**config.mk**
```make
export PLATFORM = sky130hd
export DESIGN_NAME = z_event_logger
export DESIGN_NICKNAME = d
export VERILOG_FILES = /design/src/rtl/z_event_logger_pkg.sv /design/src/rtl/z_event_logger_fifo.sv /design/src/rtl/z_event_logger.sv
export SDC_FILE = /design/constraint.sdc
export NUM_CORES = 1
export LEC_CHECK = 0
export BUFFER_PORTS_ARGS = -buffer_cell sky130_fd_sc_hd__buf_2
export CAP_MARGIN = 15
export CORE_ASPECT_RATIO = 0.75
export CORE_MARGIN = 2
export CORE_UTILIZATION = 58
export DETAILED_ROUTE_END_ITERATION = 12
export GPL_TIMING_DRIVEN = 0
export PLACE_DENSITY = 0.79
export SKIP_CTS_REPAIR_TIMING = 1
export SYNTH_ARGS = -nofsm -noshare
export SYNTH_HDL_FRONTEND = slang
export SYNTH_SLANG_ARGS = --single-unit
```
**constraint.sdc**
```tcl
create_clock -name clk -period 2.4 [get_ports clk]
set_input_delay 0.12 -clock clk [delete_from_list [all_inputs] [get_ports clk]]
set_output_delay 0.12 -clock clk [all_outputs]
set_load 0.02 [all_outputs]
```
**src/rtl/z_event_logger_pkg.sv**
```systemverilog
// Package: z_event_pkg
//   Shared defaults for the z event logger slice: timestamp width, FIFO depth,
//   hit counter width, and the default-width timestamp type.
package z_event_pkg;

    localparam int TS_W_DEF  = 16;
    localparam int DEPTH_DEF = 4;
    localparam int CNT_W_DEF = 8;

    typedef logic [TS_W_DEF-1:0] ts_t;

endpackage

```
**src/rtl/z_event_logger_fifo.sv**
```systemverilog
// Module: z_event_fifo
//   Synchronous FIFO with flush. Pointers carry an extra wrap bit so that
//   full and empty are told apart without a separate count register.
// Ports:
//   clk, reset     clock and synchronous active-high reset
//   flush          synchronous flush; empties the FIFO, overrides push/pop
//   push, din      write request and data; accepted when not full or popping
//   pop            read request; ignored while empty
//   dout           head entry, 0 while empty
//   level          occupancy 0..DEPTH
//   full, empty    status flags
module z_event_fifo
    import z_event_pkg::*;
#(
    parameter int W     = TS_W_DEF,
    parameter int DEPTH = DEPTH_DEF
) (
    input  logic                     clk,
    input  logic                     reset,
    input  logic                     flush,
    input  logic                     push,
    input  logic [W-1:0]             din,
    input  logic                     pop,
    output logic [W-1:0]             dout,
    output logic [$clog2(DEPTH):0]   level,
    output logic                     full,
    output logic                     empty
);

    localparam int AW = $clog2(DEPTH);

    logic [W-1:0] mem [DEPTH];
    logic [AW:0]  wr_ptr;
    logic [AW:0]  rd_ptr;
    logic         do_push;
    logic         do_pop;

    assign empty = (wr_ptr == rd_ptr);
    assign full  = (wr_ptr[AW] != rd_ptr[AW]) && (wr_ptr[AW-1:0] == rd_ptr[AW-1:0]);

    // A pop in the same cycle frees the slot, so a push into a full FIFO is
    // still accepted when the head is leaving.
    assign do_pop  = pop && !empty && !flush;
    assign do_push = push && !flush && (!full || do_pop);

    always_ff @(posedge clk) begin
        if (reset || flush) begin
            wr_ptr <= '0;
            rd_ptr <= '0;
        end else begin
            if (do_push) wr_ptr <= wr_ptr + (AW+1)'(1);
            if (do_pop)  rd_ptr <= rd_ptr + (AW+1)'(1);
        end
    end

    always_ff @(posedge clk) begin
        if (do_push && !reset) mem[wr_ptr[AW-1:0]] <= din;
    end

    assign dout  = empty ? '0 : mem[rd_ptr[AW-1:0]];
    assign level = wr_ptr - rd_ptr;

endmodule

```
**src/rtl/z_event_logger.sv**
```systemverilog
// Module: z_event_logger
//   Timestamps every cycle with z=1 using a free-running counter, buffers the
//   timestamps in a FIFO drained over valid/ready, and keeps a saturating hit
//   count plus a sticky overflow flag for dropped events.
// Ports:
//   clk, reset     clock and synchronous active-high reset
//   z              one event per cycle it is high
//   clr            sync clear of FIFO, hit_count and overflow (timestamp untouched)
//   ev_valid       FIFO head valid
//   ev_ready       consumer accepts head when ev_valid && ev_ready
//   ev_ts          timestamp at FIFO head, 0 when empty
//   hit_count      saturating event count since reset/clr
//   overflow       sticky: an event was dropped on a full FIFO
//   level          FIFO occupancy 0..DEPTH
module z_event_logger
    import z_event_pkg::*;
#(
    parameter int TS_W  = TS_W_DEF,
    parameter int DEPTH = DEPTH_DEF,
    parameter int CNT_W = CNT_W_DEF
) (
    input  logic                     clk,
    input  logic                     reset,
    input  logic                     z,
    input  logic                     clr,
    output logic                     ev_valid,
    input  logic                     ev_ready,
    output logic [TS_W-1:0]          ev_ts,
    output logic [CNT_W-1:0]         hit_count,
    output logic                     overflow,
    output logic [$clog2(DEPTH):0]   level
);

    logic [TS_W-1:0] ts;
    logic            ev;
    logic            fifo_full;
    logic            fifo_empty;
    logic            drop;

    // An event coinciding with clr is neither counted nor stored.
    assign ev = z && !clr;

    // Full FIFO implies a valid head, so ev_ready alone decides whether a slot frees up.
    assign drop = ev && fifo_full && !ev_ready;

    always_ff @(posedge clk) begin
        if (reset) ts <= '0;
        else       ts <= ts + TS_W'(1);
    end

    always_ff @(posedge clk) begin
        if (reset || clr) begin
            hit_count <= '0;
        end else if (ev && (hit_count != '1)) begin
            hit_count <= hit_count + CNT_W'(1);
        end
    end

    always_ff @(posedge clk) begin
        if (reset || clr) overflow <= 1'b0;
        else if (drop)    overflow <= 1'b1;
    end

    z_event_fifo #(
        .W     (TS_W),
        .DEPTH (DEPTH)
    ) u_fifo (
        .clk   (clk),
        .reset (reset),
        .flush (clr),
        .push  (ev),
        .din   (ts),
        .pop   (ev_ready),
        .dout  (ev_ts),
        .level (level),
        .full  (fifo_full),
        .empty (fifo_empty)
    );

    assign ev_valid = !fifo_empty;

endmodule

```
Yosys cells after proc, flatten, opt, wreduce, memory -nomap -nowiden
Memories as Yosys holds them, arrays and structs flattened. A register that Yosys moved wholly into a read port is not among the register bits. Cells that the tools add are included.

Memory bits (writable): 64. Memories: 1. Bits in registers: 31. Word-level logic and storage cells: 37.

Memories: u_fifo.mem (depth 4, width 16, read ports 1, clocked after Yosys merged registers in 1, wr ports 1, line z_event_logger_fifo.sv:32) `logic [W-1:0] mem [DEPTH];`.

Muxes and demuxes: 5. Reductions and logical operators: 17. Equality and inequality tests: 4. $add $sub $neg: 5.

Operators by type and width (count): $add 16x1->16 const B (1); $mux 16 (1); $logic_and 1x1->1 (10); $add 8x1->8 const B (1); $ne 8x8->1 const B (1); $add 3x1->3 const B (2); $logic_not 1->1 (5); $mux 2 (2); $eq 3x3->1 (1); $sub 3x3->3 (1); $eq 2x2->1 (1); $logic_or 1x1->1 (2); $mux 1 (2); $ne 1x1->1 (1).

Longest topological paths before layout
Depth after elaboration: 9. Gate-level depth with buffers: 6. Depth with buffers taken out: 6.

By module
From an unflattened synthesis, not the netlist that was laid out.

Cells, all modules: 289. Area total of the unflattened synthesis: 4070.2 µm².

By module, submodules not included: z_event_fifo (times used 1, cells an instance 161, area each 2951.6 µm²); z_event_logger (times used 1, cells an instance 128, area each 1118.6 µm²).

Worst setup path after synthesis
OpenSTA, ideal clock, no wires.

Path kind: reg2reg. From: register u_fifo.wr_ptr[0]. To: memory u_fifo.mem[3][0] in the netlist's numbering (enable). Data required time: 2.026 ns. Buffers on the path: 0. Arrival time: 1.604 ns. Cell stages (with the launch flop): 7. Path slack: 0.422 ns. Library setup time: 0.374 ns. Path through: dfxtp_1 inv_1 ha_1 nand2_1 o31ai_4 nor2_1 and2_1.

Cells in the longest elaborated chain, start to end: 9. Elaborated cells between the ends (all ways): 12. Classes of those cells: 2 x eq/ne; 2 x mux; 8 x reduce/logical.

Ends and longest elaborated chain: start: declaration (line z_event_logger_fifo.sv:33) `logic [AW:0] wr_ptr;`; start signal: assignment (line z_event_logger_fifo.sv:51) `if (do_push) wr_ptr <= wr_ptr + (AW+1)'(1);`; $eq 3x3->1 (line z_event_logger_fifo.sv:38) `assign empty = (wr_ptr == rd_ptr);`; $logic_not 1->1 (line z_event_logger_fifo.sv:43) `assign do_pop = pop && !empty && !flush;`; $logic_and 1x1->1 (2 in series) (line z_event_logger_fifo.sv:43); $logic_or 1x1->1 (line z_event_logger_fifo.sv:44) `assign do_push = push && !flush && (!full || do_pop);`; $logic_and 1x1->1 (line z_event_logger_fifo.sv:44); $logic_and 1x1->1 (line z_event_logger_fifo.sv:57) `if (do_push && !reset) mem[wr_ptr[AW-1:0]] <= din;`; $mux 1 (line z_event_logger_fifo.sv:57); $mux 1 (not written as such) (line z_event_logger_fifo.sv:57); end: declaration (line z_event_logger_fifo.sv:32).

Several ways; a longest one is shown, not always the timed one.

Worst setup path in the final report
From: register u_fifo.wr_ptr[0]. To: output ev_ts[8].

Cells in the longest elaborated chain, start to end: 2.

Ends and longest elaborated chain: $eq 3x3->1 (line z_event_logger_fifo.sv:38); $mux 16 (line z_event_logger_fifo.sv:60) `assign dout = empty ? '0 : mem[rd_ptr[AW-1:0]];`; end: declaration (line z_event_logger.sv:28) `output logic [TS_W-1:0] ev_ts,`.

Every way passes these cells.

==> results.cfg <==
[critical_path]
reg2reg_slack_ns = 0.20
path_cells = inv_1 > ha_1 > nand2_1 > nor2_4 > buf_4 > nor2b_1 > buf_2
critPathKind = reg2out
setup.worst_path.start = u_fifo.wr_ptr[0]
cpMaxStageDelayCell = dfxtp_1
setup.worst_path.end_class = output pin
critPathTopFamily = simple AND/OR/NAND/NOR gates
r2r-start = u_fifo.wr_ptr[0]
arrival_ns = 2.12
reg2reg_to = u_fifo.mem[1][13]
slowest_delay_ns = 0.37
crit_fanout = 10
cp-endpoint = ev_ts[8]
startpoint_type = flop
crit_required_ns = 2.28
crit_cells = 7
cp_num_buf_inv = 3
r2r_cells = 6

[finish]
layout.cells.most_common = edfxtp_1
seqCellArea_mm2 = 0.00258
fin_nets = 332
fillCellCount = 508
drive_gt1_share_pct = 26.4
antenna_cells = 0
layout_common_cells = edfxtp_1, buf_2, dfxtp_1
synthToLayoutAreaGrowth_pct = 12.0
stdcell_count = 406
multiInputGateArea_mm2 = 0.00138

[logic_synthesis]
ys_ff_latch = 97
synth_top_family_by_area = simple AND/OR/NAND/NOR gates
synth_xor_area_share_pct = 5.18
yosys.area.top_type_share_pct = 47.6
yosys.area_share.adder_pct = 3.29
synthesis.instances = 273
yosys_warnings = 0
yosysTopAreaCell = edfxtp_1
synth_simple_gate_area_share_pct = 12.2
yosys-top-cells-area = edfxtp_1, dfxtp_1, mux4_2
yosysSeqAreaShare_pct = 64.0
synth_compound_area_share_pct = 3.26
syn_area_mm2 = 0.00404
synth_nets = 288
avgSynthCellArea_um2 = 14.8
muxShareOfSynthArea_pct = 9.95
synth_cell_types = 40

[floorplan]
core_area_mm2 = 0.00677
die_w_um = 100
die-height_um = 76.2
rows = 26
ioPinCount = 34
dieArea_mm2 = 0.00765
initial_core_util_pct = 59.6

[clocking]
htree_levels = 3
clkSinkCount = 97
clock_path_buffers = 2
clk_latency_ns = 0.36
clkTransAtPathRegs_ns = 0.09
root_buffer = clkbuf_8
cts_tree = done
cts_buffers = 9

[sta]
max_freq_mhz = 446
post-route-min-period_ns = 2.24
setup_tns_ns = 0
relSlewSlack_pct = 66.8
fin_worst_skew_ns = 0.00711
finalSetupViolCount = 0
hold_viol_final = 0
worst_slack_ns = 0.159
drv_slew = 0
fin_crit_sh_pct = 93.4
tightest_slew_ns = 0.498

[hold_path]
min_path_type = in2reg

[global_routing]
grt_overflow_total = 0
use_met2_pct = 28.0
grt_pass1_vias = 2152
grt_pass1_wl_um = 11100
grtUsageMet3_pct = 4.95
grt_busiest_layer = met1
grt_max_degree = 18
grt_use_total_pct = 19.4
antenna_found_initial = 0
met1_usage_pct = 29.0

[power]
seqPwrFrac_pct = 60.4
p_per_area_mw_per_mm2 = 657
pwr-share-clk_pct = 35.7
p_int_mw = 2.32
p_leak_nw = 1.66
max-vdd-ir-drop_mv = 0.396
swShare_pct = 22.0
p_sw_mw = 0.652
power_mw = 2.97
comb_power_share_pct = 3.9

[place]
place_ws_ns = -0.0109
gp_congestion = 0.841
hpwl_um = 4540
io_buffer_count = 33
dp.cells = 390

[drt]
firstDrtPassIters = 4
via_per_inst = 5.50
drt_iter0_drc = 106
post_drt_wl_per_cell_um = 16.6
ant_nets = 0
drc = 0
vias = 2234
routed_wl_um = 6740

[run]
drv_cap = 0

[status]
outcome = complete, no violations
registers in the layout (all words and copies together) (netlist names), named ones only:
name,count
hit_count,8
overflow,1
ts,16
u_fifo.mem,64
u_fifo.rd_ptr,3
u_fifo.wr_ptr,3
metrics by stage:
step	utilization (%)	hold slack [ns]	cell area, um^2
floorplan	-	0.302	4040
global placement	63.6	0.453	4310
detailed placement	63.6	0.464	4310
CTS	66.6	0.0664	4510
global route	66.8	0.0737	4520
finish	66.8	0.0843	4520
worst min-delay path, delay by kind of cell:
family                 cells  cell delay (ns)
buffers and inverters      1             0.12
and+or+nand+nor            2             0.10
AOI/OAI and AO/OA          1             0.07
cell families after synthesis:
kind of cell / count (synthesis)
flops: 97
buf+inv: 16
simple gates: 91
compound gates: 16
xor+xnor: 23
mux: 20
fa+ha+maj: 10
Yosys cell counts:
library cell  count
nor2b_4           1
nand4_4           1
dfxtp_1          33
or3_1             2
o211ai_1          4
buf_2             2
o311ai_2          1
o31ai_4           1
nand3_1           8
clkbuf_2          1
a21oi_1           4
and2_1            4
xor2_1           14
ha_1              9
fa_1              1
or4_1             2
nor3_1            3
o21ai_0           3
xnor2_2           1
o31ai_1           1
mux2_2            1
buf_1             1
nor2_1           30
nand4_1           6
nand2_1           7
mux2i_1           3
or2_0             1
o21ai_2           1
nor4_1            4
buf_4             2
xnor2_1           8
o211ai_2          1
and4_2            1
clkbuf_1          1
edfxtp_1         64
buf_6             2
mux4_2           16
inv_1             7
and3_1            3
nor2b_1          18
layer usage:
layer,routed length [um],vias to the layer above
met4,64,0
li1,-,1099
met5,0,-
met3,240,7
met2,2990,41
met1,3440,1087
power groups by stage:
stage	Sequential [mW]	Clock (mW)	Combinational, mW
3_3_place_gp	1.83	0	0.113
6_report	1.79	1.06	0.115
3_5_place_dp	1.83	0	0.115
2_1_floorplan	1.83	0	0.0800
4_1_cts	1.79	1.09	0.115
5_1_grt	1.80	1.14	0.129
area by class of cell:
type,count,share of cell area (%)
Sequential cell,97,57.1
Buffer,9,1.38
Multi-Input combinational cell,160,30.5
Timing Repair Buffer,33,3.65
Clock buffer,9,2.74
Clock inverter,7,1.69
Inverter,7,0.581
Tap cell,84,2.32
worst min-delay path by stage:
stage	from	end	cells after the start
after global placement	overflow	overflow	2
after detailed placement	reset	ts[5]	3
after CTS	reset	ts[5]	3
final	clr	hit_count[7]	4
after floorplan	clr	hit_count[7]	3
after global routing	reset	ts[5]	3
(Power assumes the default switching activity.)
